$ cat src/rtl/spi_pkg.sv
// Shared definitions for the SPI master: frame width, mode constants and FSM state encoding.
package spi_pkg;

    localparam int SPI_DATA_W = 16;

    // Mode 0: CPOL is the sclk idle level, CPHA selects the sampling edge.
    localparam logic [1:0] SPI_MODE = 2'd0;
    localparam logic       SPI_CPOL = SPI_MODE[1];

    typedef enum logic [2:0] {
        IDLE,
        SETUP,
        HIGH,
        LOW,
        CS_HOLD,
        FLUSH_LO,
        FLUSH_HI,
        DONE
    } spi_state_t;

endpackage

$ cat src/rtl/spi_clk_div.sv
// Half-period tick generator: tick is high on the last of every CLK_DIV clk cycles.
module spi_clk_div #(
    parameter int CLK_DIV = 1
) (
    input  logic clk,
    input  logic rst,
    input  logic clear,
    output logic tick
);

    localparam int CW = (CLK_DIV > 1) ? $clog2(CLK_DIV) : 1;
    localparam logic [CW-1:0] TERM = CW'(CLK_DIV - 1);

    logic [CW-1:0] count;

    // Restarting on clear keeps every FSM state exactly CLK_DIV cycles long.
    always_ff @(posedge clk or posedge rst) begin
        if (rst) begin
            count <= '0;
        end else if (clear || tick) begin
            count <= '0;
        end else begin
            count <= count + CW'(1);
        end
    end

    assign tick = (count == TERM);

endmodule

$ cat src/rtl/spi_master.sv
// 16-bit SPI mode-0 master with a valid/ready start handshake, a done pulse and an
// optional sclk pulse with cs_l high after each frame so the slave can reload.
module spi_master
    import spi_pkg::*;
#(
    parameter int DATA_W      = SPI_DATA_W,
    parameter int CLK_DIV     = 1,
    parameter int FLUSH_PULSE = 1
) (
    input  logic              clk,
    input  logic              rst,
    input  logic              start_valid,
    output logic              start_ready,
    input  logic [DATA_W-1:0] tx_data,
    output logic [DATA_W-1:0] rx_data,
    output logic              done,
    output logic              busy,
    output logic              sclk,
    output logic              cs_l,
    output logic              mosi,
    input  logic              miso
);

    localparam int CNT_W    = $clog2(DATA_W + 1);
    localparam bit FLUSH_EN = (FLUSH_PULSE != 0);

    spi_state_t        state, state_next;
    logic [DATA_W-1:0] shift_tx, shift_tx_next;
    logic [DATA_W-1:0] rx_shift, rx_shift_next;
    logic [DATA_W-1:0] rx_data_next;
    logic [CNT_W-1:0]  bit_cnt, bit_cnt_next;
    logic              sclk_next, cs_l_next;
    logic              tick, div_clear;

    assign div_clear = (state_next != state);

    spi_clk_div #(.CLK_DIV(CLK_DIV)) u_clk_div (
        .clk   (clk),
        .rst   (rst),
        .clear (div_clear),
        .tick  (tick)
    );

    always_ff @(posedge clk or posedge rst) begin
        if (rst) begin
            state       <= IDLE;
            sclk        <= SPI_CPOL;
            cs_l        <= 1'b1;
            shift_tx    <= '0;
            rx_shift    <= '0;
            rx_data     <= '0;
            bit_cnt     <= '0;
            start_ready <= 1'b0;
        end else begin
            state       <= state_next;
            sclk        <= sclk_next;
            cs_l        <= cs_l_next;
            shift_tx    <= shift_tx_next;
            rx_shift    <= rx_shift_next;
            rx_data     <= rx_data_next;
            bit_cnt     <= bit_cnt_next;
            start_ready <= (state_next == IDLE);
        end
    end

    always_comb begin
        state_next    = state;
        sclk_next     = sclk;
        cs_l_next     = cs_l;
        shift_tx_next = shift_tx;
        rx_shift_next = rx_shift;
        rx_data_next  = rx_data;
        bit_cnt_next  = bit_cnt;

        case (state)
            IDLE: begin
                if (start_valid && start_ready) begin
                    shift_tx_next = tx_data;
                    cs_l_next     = 1'b0;
                    bit_cnt_next  = '0;
                    state_next    = SETUP;
                end
            end
            // miso is captured on the same clk edge that raises sclk, before the slave shifts.
            SETUP, LOW: begin
                if (tick) begin
                    sclk_next     = ~SPI_CPOL;
                    rx_shift_next = {rx_shift[DATA_W-2:0], miso};
                    bit_cnt_next  = bit_cnt + CNT_W'(1);
                    state_next    = HIGH;
                end
            end
            HIGH: begin
                if (tick) begin
                    sclk_next = SPI_CPOL;
                    if (bit_cnt == CNT_W'(DATA_W)) begin
                        state_next = CS_HOLD;
                    end else begin
                        shift_tx_next = {shift_tx[DATA_W-2:0], 1'b0};
                        state_next    = LOW;
                    end
                end
            end
            CS_HOLD: begin
                if (tick) begin
                    cs_l_next  = 1'b1;
                    state_next = FLUSH_EN ? FLUSH_LO : DONE;
                end
            end
            FLUSH_LO: begin
                if (tick) begin
                    sclk_next  = ~SPI_CPOL;
                    state_next = FLUSH_HI;
                end
            end
            FLUSH_HI: begin
                if (tick) begin
                    sclk_next  = SPI_CPOL;
                    state_next = DONE;
                end
            end
            DONE: begin
                state_next = IDLE;
            end
            default: begin
                state_next = IDLE;
            end
        endcase

        // rx_data is published on entry to DONE so it is valid while done is high.
        if (state_next == DONE) begin
            rx_data_next = rx_shift;
        end
    end

    // mosi comes straight from the shift register flop, so it only moves on sclk falls.
    assign mosi = shift_tx[DATA_W-1];
    assign done = (state == DONE);
    assign busy = (state != IDLE);

endmodule

$ cat config.mk
export PLATFORM = sky130hd
export DESIGN_NAME = spi_master
export DESIGN_NICKNAME = d
export VERILOG_FILES = /design/src/rtl/spi_pkg.sv /design/src/rtl/spi_clk_div.sv /design/src/rtl/spi_master.sv
export SDC_FILE = /design/constraint.sdc
export NUM_CORES = 1
export LEC_CHECK = 0
export CAP_MARGIN = 15
export CORE_AREA = 2 2 102 85
export CTS_CLUSTER_SIZE = 28
export DETAILED_ROUTE_END_ITERATION = 6
export DIE_AREA = 0 0 104 87
export MAX_ROUTING_LAYER = met4
export PLACE_DENSITY = 0.56
export SLEW_MARGIN = 30
export SYNTH_ARGS = -nofsm -noshare
export SYNTH_HDL_FRONTEND = slang
export SYNTH_HIERARCHICAL = 1
export SYNTH_SLANG_ARGS = --single-unit
$ cat constraint.sdc
create_clock -name clk -period 1.7 [get_ports clk]
set_input_delay 0.34 -clock clk [delete_from_list [all_inputs] [get_ports clk]]
set_output_delay 0.34 -clock clk [all_outputs]
set_load 0.02 [all_outputs]
==> impl_metrics.tcl <==
set metrics [dict create \
    detailroute.via_count 1913 \
    worstSetupEndpointType "output port" \
    timing.final.crit_period_ns 1.65 \
    grt_usage_pct 13.5 \
    dr.first_iter.drc_count 48 \
    std_cell_rows 30 \
    drive_above_1_share_pct 29.3 \
    layout.area.seq_mm2 0.00150 \
    globalRouteOverflowTotal 0 \
    grt_setup_unrepaired "true" \
    maxCapViolations 0 \
    clock.fmax_mhz 605 \
    critPathMaxFanout 4 \
    tritoncts_num_sinks 60 \
    regToRegStartpoint "state[0]" \
    finalWirelength_mm 5.54 \
    timing.clock.skew_ns 0.00633 \
    vdd_ir_drop_max_mv 0.579 \
    first_global_vias 1873 \
    critical_path_class "reg2out" \
    path_clk_slew_ns 0.07 \
    cts.path.max_buffers 2 \
    cts_inserted_buffers 9 \
    number_of_setup_violations_in_the_final_report 0 \
    cts_tree "yes" \
    holdWs_ns 0.222 \
    crit_arrival_ns 1.31 \
    grt_max_degree 27 \
    power.static_leakage_uw 0.00172 \
    area.growth.synth_to_final_pct 34.7 \
    worst_skew_pair.late_latency_ns 0.34 \
    diodes 0 \
    required_ns 1.36 \
    synth_nets 254 \
    synth_area_per_cell_um2 11.7 \
    post_cts_buffers 0 \
    initial_antenna_violation_count 0 \
    nets 307 \
    setup.worst_path.start_class "flop" \
    power_per_cell_area_mw_per_mm2 1630 \
    layout_worst_path_cycle_share_pct 97.3 \
    syn_area_mm2 0.00272 \
    clock_tree.htree_level_count 3 \
    slew_violations 0 \
    num-fill-cells 803 \
    crit-reg2reg-capture "shift_tx[10]" \
    post-place-ws_ns -0.0503 \
    pin_count 42 \
    cts_hold_buf 0 \
    wl_per_cell_um 13.8 \
    numPortBuffers 41 \
    multiInputGateArea_mm2 0.00107 \
    remaining_drc_errors 0 \
    worstRegToRegCells 4 \
    starting_density_of_the_core_pct 33.6 \
    regToRegSetupSlack_ns 0.07 \
    gp_congestion 0.729 \
    worst_hold_path_type "in2async" \
    synthCells 232 \
    antenna_violating_nets_post_route 0 \
    die_height_um 87 \
    placed_area_mm2 0.00339 \
    dp.final_hpwl_mm 3.63 \
    fp.dieW_um 104 \
    postLayoutSetupSlackWorst_ns 0.0463 \
    status "finished, final reports clean" \
    placeable_core_region_mm2 0.00811 \
    final_area_mm2 0.00366 \
    detail_route.first_pass.iterations 6 \
    fp.dieArea_mm2 0.00905 \
    timing_hold_violations_final 0 \
    yosysWarnings 6 \
    grt_first_pass_wirelength_mm 9.25 \
    clk_root_buffer_cell "sky130_fd_sc_hd__clkbuf_8" \
    vias_per_std_cell 4.76 \
]
==> area by class of cell <==
cell class / count / area share, %
sequential: 60 / 41.0
multi-input combinational: 125 / 29.2
timing repair buffer: 62 / 17.2
tap: 112 / 3.82
clock buffer: 10 / 3.48
inverter: 27 / 2.87
clock inverter: 6 / 2.42
==> power by group <==
part | switching [uW] | internal, uW
clock network | 582 | 825
registers | 339 | 1980
logic | 1070 | 1180
total | 1990 | 3990
==> through the flow <==
stage | cells | setup TNS (ns) | util (%) | total power [uW]
after global routing | 402 | -0.00111 | 45.2 | 6390
after detailed placement | 385 | -0.140 | 41.8 | 4540
after global placement | 385 | -0.0308 | 41.8 | 4490
final | 402 | 0 | 45.2 | 5980
after CTS | 401 | 0 | 44.5 | 5960
after floorplan | 232 | 0 | - | 3730
==> critical path, stage by stage, from the launching register on <==
cell,delay (ns)
sky130_fd_sc_hd__dfrtp_1,0.39
sky130_fd_sc_hd__or3_4,0.43
sky130_fd_sc_hd__buf_6,0.15
==> state kept, by name (all words and copies together), names as in the netlist <==
register / count
bit_cnt: 5
cs_l: 1
rx_data: 16
rx_shift: 16
sclk: 1
shift_tx: 16
start_ready: 1
state: 3
u_clk_div/count: 1
==> how the worst max path moves through the flow <==
stage | start | end | cells after the start
after global routing | state[0] | busy | 2
final | state[0] | busy | 2
after detailed placement | start_valid | shift_tx[10] | 5
after CTS | state[2] | done | 4
after floorplan | bit_cnt[0] | shift_tx[0] | 8
after global placement | state[1] | busy | 2
==> per-layer routing <==
layer / global-route usage [%] / vias to the layer above / share of wire, %
met1: 18.5 / 947 / 51
met5: - / - / 0
li1: - / 932 / -
met4: 5.41 / 0 / 1.3
met3: 4.49 / 5 / 3.9
met2: 18.4 / 29 / 44
==> placed cells by master (no fill, tap or decap), drive strengths merged, types with 2 or more instances in the layout <==
| cell type | count |
|---|---|
| dfrtp | 59 |
| clkdlybuf4s50 | 33 |
| mux2 | 32 |
| nor3 | 32 |
| inv | 26 |
| buf | 23 |
| a311oi | 15 |
| clkbuf | 10 |
| o21ai | 6 |
| dlymetal6s2s | 4 |
| nand2 | 3 |
| nand3 | 3 |
| nor2 | 3 |
| clkinvlp | 3 |
| or2 | 2 |
| mux2i | 2 |
| a21oi | 2 |
| a31oi | 2 |
| ha | 2 |
| bufinv | 2 |
| dlygate4sd2 | 2 |
| nand4bb | 2 |
| clkinv | 2 |
==> timing repair <==
action                                  CTS  global route
endpoints found under the hold margin     0             0
endpoints found under the setup margin    4            19
pin swaps                                 0             1
gates cloned                              0             1
gates resized for setup                  10            15
No activity file was read; power rests on OpenSTA's default activity.
